--- config.mk ---
export PLATFORM = sky130hd
export DESIGN_NAME = wdt_config_regfile
export DESIGN_NICKNAME = d
export VERILOG_FILES = /design/src/rtl/wdt_config_regfile.sv
export SDC_FILE = /design/constraint.sdc
export NUM_CORES = 1
export LEC_CHECK = 0
export BUFFER_PORTS_ARGS = -buffer_cell sky130_fd_sc_hd__buf_2
export CAP_MARGIN = 20
export CORE_MARGIN = 4
export CORE_UTILIZATION = 59
export DETAILED_ROUTE_END_ITERATION = 7
export PLACE_DENSITY = 0.85
export RECOVER_POWER = 50
export SYNTH_ARGS = -nofsm -noshare
export SYNTH_HDL_FRONTEND = slang
export SYNTH_SLANG_ARGS = --single-unit
--- constraint.sdc ---
create_clock -name clk_i -period 6 [get_ports clk_i]
set_clock_uncertainty 0.2 [all_clocks]
set_input_delay 0.3 -clock clk_i [delete_from_list [all_inputs] [get_ports clk_i]]
set_output_delay 0.3 -clock clk_i [all_outputs]
set_load 0.02 [all_outputs]
--- src/rtl/wdt_config_regfile.sv ---
// Watchdog configuration register file.
// Each channel has four 16-bit registers: FWLEN, SWLEN, SERVICE and RST_LMT.
// Writes are accepted only inside a timed unlock window. The window opens
// after the two-key sequence KEY1 then KEY2.
// While the file is locked, writes to SERVICE may still kick the watchdog
// through the WDSRVC bit (bit 3). Other locked writes are rejected and counted
// as errors.
module wdt_config_regfile #(
  parameter int          CHW        = 1,
  parameter logic [15:0] FWLEN_DEF  = 16'h00FF,
  parameter logic [15:0] SWLEN_DEF  = 16'h000A,
  parameter logic [15:0] SVC_DEF    = 16'h0010,
  parameter logic [15:0] RSTLMT_DEF = 16'h0000,
  parameter logic [15:0] KEY1       = 16'hA5A5,
  parameter logic [15:0] KEY2       = 16'h5A5A,
  parameter int          UNLOCK_CYC = 16,
  localparam int         NCH        = 2**CHW
) (
  input  logic              clk_i,
  input  logic              rst_i,
  input  logic              wren_i,
  input  logic              rden_i,
  input  logic              keywr_i,
  input  logic [CHW+1:0]    abus_i,
  input  logic [15:0]       dbus_i,
  output logic [15:0]       rdata_o,
  output logic              rvalid_o,
  output logic [16*NCH-1:0] fwlen_o,
  output logic [16*NCH-1:0] swlen_o,
  output logic [16*NCH-1:0] rstlmt_o,
  output logic [NCH-1:0]    init_o,
  output logic [NCH-1:0]    wdsrvc_o,
  output logic [3*NCH-1:0]  flstat_o,
  output logic              locked_o,
  output logic              werr_o,
  output logic [7:0]        errcnt_o
);

  typedef enum logic [1:0] {ST_LOCKED, ST_ARMED, ST_UNLOCKED} state_e;

  localparam logic [7:0] UNLOCK_LOAD = 8'(UNLOCK_CYC);

  // The declaration initialisers give the same values at power-up as after a reset.
  state_e      state_q = ST_LOCKED;
  state_e      state_d;
  logic [7:0]  timer_q = '0;
  logic [7:0]  timer_d;
  logic [15:0] fwlen_q  [NCH] = '{default: FWLEN_DEF};
  logic [15:0] swlen_q  [NCH] = '{default: SWLEN_DEF};
  logic [15:0] svc_q    [NCH] = '{default: SVC_DEF};
  logic [15:0] rstlmt_q [NCH] = '{default: RSTLMT_DEF};
  logic [15:0] fwlen_d  [NCH];
  logic [15:0] swlen_d  [NCH];
  logic [15:0] svc_d    [NCH];
  logic [15:0] rstlmt_d [NCH];
  logic [15:0] rdata_q  = '0;
  logic        rvalid_q = 1'b0;
  logic        werr_q   = 1'b0;
  logic [7:0]  errcnt_q = '0;
  logic [7:0]  errcnt_d;
  logic [15:0] rd_sel;
  logic        key_err;
  logic        wr_err;
  logic        unlocked;

  logic [CHW-1:0] ch_sel;
  logic [1:0]     reg_sel;

  assign ch_sel   = abus_i[CHW+1:2];
  assign reg_sel  = abus_i[1:0];
  assign unlocked = (state_q == ST_UNLOCKED);

  // Key sequence and unlock timer. Any key write during the window relocks the file without counting an error.
  always_comb begin
    state_d = state_q;
    timer_d = timer_q;
    key_err = 1'b0;
    case (state_q)
      ST_LOCKED: begin
        if (keywr_i) begin
          if (dbus_i == KEY1) state_d = ST_ARMED;
          else                key_err = 1'b1;
        end
      end
      ST_ARMED: begin
        if (keywr_i) begin
          if (dbus_i == KEY2) begin
            state_d = ST_UNLOCKED;
            timer_d = UNLOCK_LOAD;
          end else begin
            state_d = ST_LOCKED;
            key_err = 1'b1;
          end
        end
      end
      ST_UNLOCKED: begin
        if (keywr_i || timer_q <= 8'd1) begin
          state_d = ST_LOCKED;
          timer_d = '0;
        end else begin
          timer_d = timer_q - 8'd1;
        end
      end
      default: begin
        state_d = ST_LOCKED;
        timer_d = '0;
      end
    endcase
  end

  // Register writes are judged against the pre-edge lock state. WDSRVC self-clears unless it is rewritten with 1.
  always_comb begin
    fwlen_d  = fwlen_q;
    swlen_d  = swlen_q;
    svc_d    = svc_q;
    rstlmt_d = rstlmt_q;
    wr_err   = 1'b0;
    for (int c = 0; c < NCH; c++) svc_d[c][3] = 1'b0;
    if (wren_i) begin
      if (unlocked) begin
        case (reg_sel)
          2'd0:    fwlen_d[ch_sel]  = dbus_i;
          2'd1:    swlen_d[ch_sel]  = dbus_i;
          2'd2:    svc_d[ch_sel]    = dbus_i;
          default: rstlmt_d[ch_sel] = dbus_i;
        endcase
      end else if (reg_sel == 2'd2) begin
        svc_d[ch_sel][3] = dbus_i[3];
      end else begin
        wr_err = 1'b1;
      end
    end
  end

  // Read mux over the pre-edge register contents.
  always_comb begin
    case (reg_sel)
      2'd0:    rd_sel = fwlen_q[ch_sel];
      2'd1:    rd_sel = swlen_q[ch_sel];
      2'd2:    rd_sel = svc_q[ch_sel];
      default: rd_sel = rstlmt_q[ch_sel];
    endcase
  end

  // A rejected write and a bad key in the same cycle count as one error. The counter saturates.
  always_comb begin
    errcnt_d = errcnt_q;
    if ((key_err || wr_err) && errcnt_q != 8'hFF) errcnt_d = errcnt_q + 8'd1;
  end

  // State update. Reset takes priority over every other input.
  always_ff @(posedge clk_i) begin
    if (rst_i) begin
      state_q  <= ST_LOCKED;
      timer_q  <= '0;
      errcnt_q <= '0;
      werr_q   <= 1'b0;
      rvalid_q <= 1'b0;
      rdata_q  <= '0;
      for (int c = 0; c < NCH; c++) begin
        fwlen_q[c]  <= FWLEN_DEF;
        swlen_q[c]  <= SWLEN_DEF;
        svc_q[c]    <= SVC_DEF;
        rstlmt_q[c] <= RSTLMT_DEF;
      end
    end else begin
      state_q  <= state_d;
      timer_q  <= timer_d;
      errcnt_q <= errcnt_d;
      werr_q   <= key_err || wr_err;
      rvalid_q <= rden_i;
      if (rden_i) rdata_q <= rd_sel;
      fwlen_q  <= fwlen_d;
      swlen_q  <= swlen_d;
      svc_q    <= svc_d;
      rstlmt_q <= rstlmt_d;
    end
  end

  // Flatten the per-channel registers onto the output buses.
  always_comb begin
    fwlen_o  = '0;
    swlen_o  = '0;
    rstlmt_o = '0;
    init_o   = '0;
    wdsrvc_o = '0;
    flstat_o = '0;
    for (int c = 0; c < NCH; c++) begin
      fwlen_o[16*c +: 16]  = fwlen_q[c];
      swlen_o[16*c +: 16]  = swlen_q[c];
      rstlmt_o[16*c +: 16] = rstlmt_q[c];
      init_o[c]            = svc_q[c][4];
      wdsrvc_o[c]          = svc_q[c][3];
      flstat_o[3*c +: 3]   = svc_q[c][2:0];
    end
  end

  assign rdata_o  = rdata_q;
  assign rvalid_o = rvalid_q;
  assign locked_o = !unlocked;
  assign werr_o   = werr_q;
  assign errcnt_o = errcnt_q;

endmodule
==> results.py, run 1 <==
metrics = {
    "floorplanning": {
        "dieArea_mm2": 0.0142,
        "fp.dieH_um": 119,
        "core_area_mm2": 0.0121,
        "die_x_um": 119,
        "initial_core_util_pct": 60.5,
        "rows": 40,
        "ios": 157,
    },
    "critical_path": {
        "start_kind": "input port",
        "path_cells": "buf_2 > clkbuf_1 > nand2_1 > or2_2 > nor2_1 > nand2_1 > a21oi_1",
        "critPathSlowestCell": "clkbuf_1",
        "path_buf_inv": 2,
        "worstSetupPathType": "input port to flop",
        "cpPeakStageDelay_ps": 1910,
        "critical_path.top_delay_family": "buffers and inverters",
        "critPathArrivalTime_ps": 4070,
        "critical_path.max_fanout": 39,
        "critPathRequiredTime_ps": 6160,
        "critPathCaptureType": "flop",
        "cp_common_cell": "nand2_1",
    },
    "placed_design": {
        "hpwl_mm": 13.6,
        "place_area_mm2": 0.00798,
        "dpl_worst_slack_ps": 3250,
        "place.gp.congestion": 0.857,
        "numPortBuffers": 156,
    },
    "outcome": {
        "status": "complete, but fails checks",
        "violations": "max-capacitance violations, max-slew violations",
    },
    "layout": {
        "final_cell_mix": "nand2_1 (262), dfxtp_1 (164), clkbuf_1 (133)",
        "multi_input_area_mm2": 0.00359,
        "seq_area_mm2": 0.00328,
        "syn_to_final_growth_pct": 15.6,
        "fin_nets": 982,
        "layout_commonest_cell": "nand2_1",
        "fillers": 961,
        "drive_gt1_share_pct": 11.4,
        "utilization_pct": 70.0,
        "design_area_mm2": 0.00844,
    },
    "drt": {
        "antenna_left": 0,
        "wl_per_cell_um": 18.5,
        "drt_first_pass_iters": 5,
        "drc": 0,
        "num_vias": 6683,
        "viasPerCell": 5.89,
        "wl_mm": 21.0,
        "drtIter0Drc": 747,
    },
    "clock_tree": {
        "postCtsHoldBufs": 1,
        "ctsResizeCount": 0,
        "clk_path_buf_depth": 2,
        "clkSinkCount": 164,
        "cts_tree": "yes",
        "clk_pin_slew_ps": 70,
        "root_buffer": "clkbuf_16",
        "cts_buffers": 17,
        "htreeDepth": 4,
        "cts_setup_buffers": 0,
        "clock_latency_ps": 430,
    },
    "grt": {
        "grt_pass1_vias": 6173,
        "grt_pass1_wl_mm": 32.5,
        "antenna_found_initial": 1,
        "overflow": 0,
        "grt_util_all_layers_pct": 28.9,
        "grt_start_max_net_pins": 100,
    },
    "timing": {
        "relSlewSlack_pct": -79.6,
        "rsz0062_at_grt": "no",
        "final.min_clock_period_ps": 3910,
        "setup_viol": 0,
        "setup_ws_ps": 2090,
        "tns_ps": 0,
        "period_share_pct": 65.2,
        "worst_pin_slew_ps": 2690,
        "drv_slew": 40,
        "fmax_ghz": 0.256,
        "finalHoldViolCount": 0,
    },
    "hold_path": {
        "min_path_type": "input port to flop",
    },
    "logic_synthesis": {
        "yosys_warnings": 0,
        "syn_avg_cell_area_um2": 8.63,
        "synthCells": 846,
        "synth-edff-count": 0,
        "syn_area_mm2": 0.00730,
        "synthArstFlopShare_pct": 0,
        "ys_types": 46,
        "ys_seq_area_share_pct": 45.0,
        "yosys_most_used_dff": "dfxtp_1",
        "ys_ff_latch": 164,
        "synth_nets": 876,
    },
    "power_and_ir_drop": {
        "p_leak_nw": 2.95,
        "ir_worst_vdd_mv": 0.183,
        "power_density_mw_per_mm2": 281,
        "finalPower_mw": 2.37,
    },
    "run": {
        "drv_cap": 1,
    },
}
==> final cells by class <==
cell class / count / area share [%]
clock inverter: 14 / 2.06
inverter: 13 / 0.578
timing repair buffer: 166 / 8.20
antenna: 1 / 0.0297
sequential: 164 / 38.9
clock buffer: 18 / 5.20
tap: 168 / 2.49
multi-input combinational: 590 / 42.5
==> cells in the mapped netlist, drive strengths merged, types with 4 or more instances <==
| cell type | instances | share of area (%) |
|---|---|---|
| mux4 | 32 | 9.9 |
| nor2b | 5 | 0.43 |
| nand3b | 23 | 2.4 |
| nand3 | 7 | 0.48 |
| o21ai | 4 | 0.27 |
| nand4b | 4 | 0.48 |
| xnor2 | 8 | 0.96 |
| a211oi | 18 | 1.9 |
| a21o | 4 | 0.43 |
| nor4 | 4 | 0.75 |
| dfxtp | 164 | 45 |
| mux2i | 18 | 2.5 |
| nand2 | 262 | 13 |
| nor2 | 45 | 2.3 |
| inv | 13 | 0.67 |
| buf | 33 | 2.9 |
| ha | 6 | 1.0 |
| or4b | 4 | 0.60 |
| a21oi | 113 | 7.9 |
| clkbuf | 46 | 2.4 |
| nor3 | 9 | 0.62 |
==> state kept, by name, summed over array words and instances, names as in the netlist, 6 cells and up <==
register  count
swlen_o      32
flstat_o      6
errcnt_o      8
rstlmt_o     32
rdata_o      16
svc_q        22
fwlen_o      32
timer_q       8
==> path summary, 6_finish.rpt <==
kind / end / cells past startpoint / from / slack [ps]
max: svc_q[13]$_SDFFE_PP0P_ / 7 / abus_i[1] / 2090
min: rstlmt_o[31]$_SDFFE_PP0P_ / 3 / dbus_i[15] / 4
max reg2reg: timer_q[6]$_SDFFE_PP0P_ / 6 / timer_q[3]$_SDFFE_PP0P_ / 3320
min reg2reg: svc_q[24]$_SDFFE_PP0P_ / 2 / svc_q[24]$_SDFFE_PP0P_ / 260
==> power by group <==
part,switching [mW],leakage (nW),internal (mW)
combinational,0.0889,1.33,0.0432
clock,0.464,0.290,0.670
sequential,0.00650,1.33,1.10
==> metal layers <==
| metal | wire length (um) | vias up | global-route usage, % |
|---|---|---|---|
| met5 | 0 | - | 0 |
| met4 | 647 | 0 | 12.6 |
| met3 | 1840 | 51 | 5.94 |
| met2 | 10200 | 365 | 46.9 |
| met1 | 8300 | 3186 | 37.3 |
| li1 | - | 3081 | - |
==> kinds of logic after synthesis <==
group                      share of synthesized area, %
xor gates and xnor gates                          0.959
adders and majority gates                          1.03
AOI/OAI and AO/OA                                  11.9
and+or+nand+nor                                    22.8
buffers and inverters                              5.89
DFF                                                45.0
muxes                                              12.5
==> worst reg2reg max path: stages, from the launching register on <==
cell and delay (ps):
dfxtp_1 360, or4_4 570, o41ai_1 790, inv_1 190
nand2_1 120, a21o_1 250, nor2_1 80
==> through the flow <==
step                instances  hold WS (ps)
finish                   1134          4.03
global route             1134          14.4
CTS                      1133          1.32
detailed placement       1100           247
global placement         1099           241
floorplan                 846           233
(Power assumes the default switching activity.)
==> run 2: changes to the inputs <==
Settings changed: ABC_AREA from default to 1, CORE_UTILIZATION 59 to 49, PLACE_DENSITY 0.85 to 0.76.
Clock period 6 ns to 3.2 ns, I/O delays scaled along.
==> run 2 against run 1 <==
  * The flow now finishes without violations
  * Worst hold slack better by 55 ps
  * Critical path type unchanged
  * Cell count is 15% higher
  * Count of clock-buffer cells in the layout up 3
  * Core utilization decreased by 11 points
  * Die area increased by 18%
  * Synthesized cell count increased by 16%
  * Global-route usage down 2.8 points
  * Synthesized area fell by 1.1%
  * Clock power increased by 94%
  * Setup slack got worse by 1500 ps
  * Wire length is 5.4% higher
==> results.py, run 2 <==
metrics = {
    "timing": {
        "worst_pin_slew_ps": 1100,
        "relSlewSlack_pct": 26.5,
        "tns_ps": 0,
        "fmax_ghz": 0.379,
        "setup_viol": 0,
        "final.min_clock_period_ps": 2640,
        "finalHoldViolCount": 0,
        "period_share_pct": 82.5,
        "hold_ws_ps": 59.0,
        "rsz0062_at_grt": "no",
        "drv_slew": 0,
    },
    "power_and_ir_drop": {
        "power_density_mw_per_mm2": 645,
        "ir_worst_vdd_mv": 0.412,
        "p_leak_nw": 3.27,
    },
    "floorplanning": {
        "core_area_mm2": 0.0145,
        "ios": 157,
        "die_x_um": 129,
        "fp.dieH_um": 129,
        "rows": 44,
        "initial_core_util_pct": 49.9,
        "dieArea_mm2": 0.0167,
    },
    "grt": {
        "overflow": 0,
        "antenna_found_initial": 0,
        "grt_start_max_net_pins": 44,
        "grt_pass1_wl_mm": 34.1,
        "grtUsageMet1_pct": 39.0,
        "grt_util_all_layers_pct": 26.0,
        "grt_busiest_layer": "met1",
        "use_met2_pct": 37.5,
        "grt_pass1_vias": 6215,
        "grt_use_met3_pct": 5.44,
    },
    "clock_tree": {
        "clock_latency_ps": 420,
        "cts_buffers": 17,
        "htreeDepth": 4,
        "postCtsHoldBufs": 21,
        "root_buffer": "clkbuf_16",
        "ctsResizeCount": 0,
        "clkSinkCount": 164,
        "clk_pin_slew_ps": 60,
        "clk_path_buf_depth": 2,
        "cts_setup_buffers": 0,
        "cts_tree": "yes",
    },
    "drt": {
        "drc": 0,
        "drt_first_pass_iters": 5,
        "wl_per_cell_um": 17.0,
        "antenna_left": 0,
        "drtIter0Drc": 853,
        "viasPerCell": 5.49,
        "num_vias": 7158,
        "wl_mm": 22.1,
    },
    "layout": {
        "layout_commonest_cell": "o21ai_0",
        "diodes": 0,
        "syn_to_final_growth_pct": 18.6,
        "drive_gt1_share_pct": 6.97,
        "design_area_mm2": 0.00856,
        "final_cells": 1303,
        "utilization_pct": 59.1,
        "final_cell_mix": "o21ai_0 (174), dfxtp_1 (164), clkbuf_1 (136)",
        "fin_nets": 1136,
    },
    "run": {
        "drv_cap": 0,
    },
    "logic_synthesis": {
        "synth.top_cells.by_count": "o21ai_0 (174), dfxtp_1 (164), a21oi_1 (133), nor2_1 (126), nand2_1 (91)",
        "synth_top_area_share_pct": 45.5,
        "ys_seq_area_share_pct": 45.5,
        "yosysMostFrequentCell": "o21ai_0",
        "yosys_most_used_dff": "dfxtp_1",
        "syn_area_mm2": 0.00722,
        "synth-edff-count": 0,
        "synth_nets": 1011,
        "synth.top_cells.by_area": "dfxtp_1 (45%), o21ai_0 (12%), a21oi_1 (9.2%)",
        "yosys.area.top_type": "dfxtp_1",
        "syn_avg_cell_area_um2": 7.36,
        "ys_ff_latch": 164,
        "ys_types": 30,
        "synthArstFlopShare_pct": 0,
        "synthCells": 981,
        "yosys_warnings": 0,
    },
    "critical_path": {
        "reg2regPathDepth": 8,
        "worstSetupPathType": "input port to flop",
        "critPathCaptureType": "flop",
        "critical_path.max_fanout": 41,
        "critPathArrivalTime_ps": 2750,
        "start_kind": "input port",
        "critPathRequiredTime_ps": 3310,
    },
    "hold_path": {
        "min_path_type": "input port to flop",
        "min_path_cells": 3,
    },
    "placed_design": {
        "place.gp.congestion": 0.893,
        "numPortBuffers": 156,
        "dp.cells": 1250,
        "place_area_mm2": 0.00789,
        "hpwl_mm": 15.7,
    },
    "outcome": {
        "status": "finished clean",
    },
}
==> run 2: area by class of cell <==
| class | count | area [um2] |
|---|---|---|
| Fill cell | 1414 | 5920 |
| Sequential cell | 164 | 3280 |
| Multi-Input combinational cell | 639 | 3150 |
| Timing Repair Buffer | 187 | 898 |
| Clock buffer | 21 | 460 |
| Inverter | 97 | 364 |
| Tap cell | 184 | 230 |
| Clock inverter | 11 | 174 |
==> run 2: worst paths after layout <==
kind	start	to	slack (ps)
worst max register to register	state_q[0]$_SDFFE_PP0P_	rstlmt_o[1]$_SDFFE_PP0P_	790
worst max-delay path	rst_i	rstlmt_o[0]$_SDFFE_PP0P_	560
worst min-delay path	rden_i	rdata_o[6]$_SDFFE_PP0P_	60
worst min register to register	svc_q[22]$_SDFFE_PP0P_	svc_q[22]$_SDFFE_PP0P_	240
==> run 2: cells by family after synthesis <==
family                   Yosys count  share of synthesized area (%)
adder cells (fa/ha/maj)            6                           1.04
AND/OR/NAND/NOR                  274                           15.9
XOR/XNOR                          11                           1.33
buffers and inverters            178                           10.7
AO/OA/AOI/OAI                    348                           25.5
flip-flops                       164                           45.5
==> run 2: critical path, stage by stage <==
cell,delay [ps]
dlygate4sd3_1,560
clkbuf_1,820
inv_2,570
buf_4,400
o21ai_0,150
nor2_1,70
==> run 2: per-stage QoR <==
step                setup slack [ps]  power, mW
global route                     451       5.77
CTS                              798       5.54
floorplan                       1380       3.09
finish                           559       5.52
detailed placement               840       3.34
global placement                 935       3.33
==> run 2: routing by layer <==
layer | vias up | share of wire [%]
met2 | 352 | 43
met5 | - | 0
li1 | 3509 | -
met3 | 26 | 9.5
met4 | 0 | 1.8
met1 | 3271 | 46
==> run 2: power by group <==
group	switching [mW]	internal, mW
Sequential	0.101	2.17
Clock	0.842	1.35
Combinational	0.719	0.336
Total	1.66	3.86
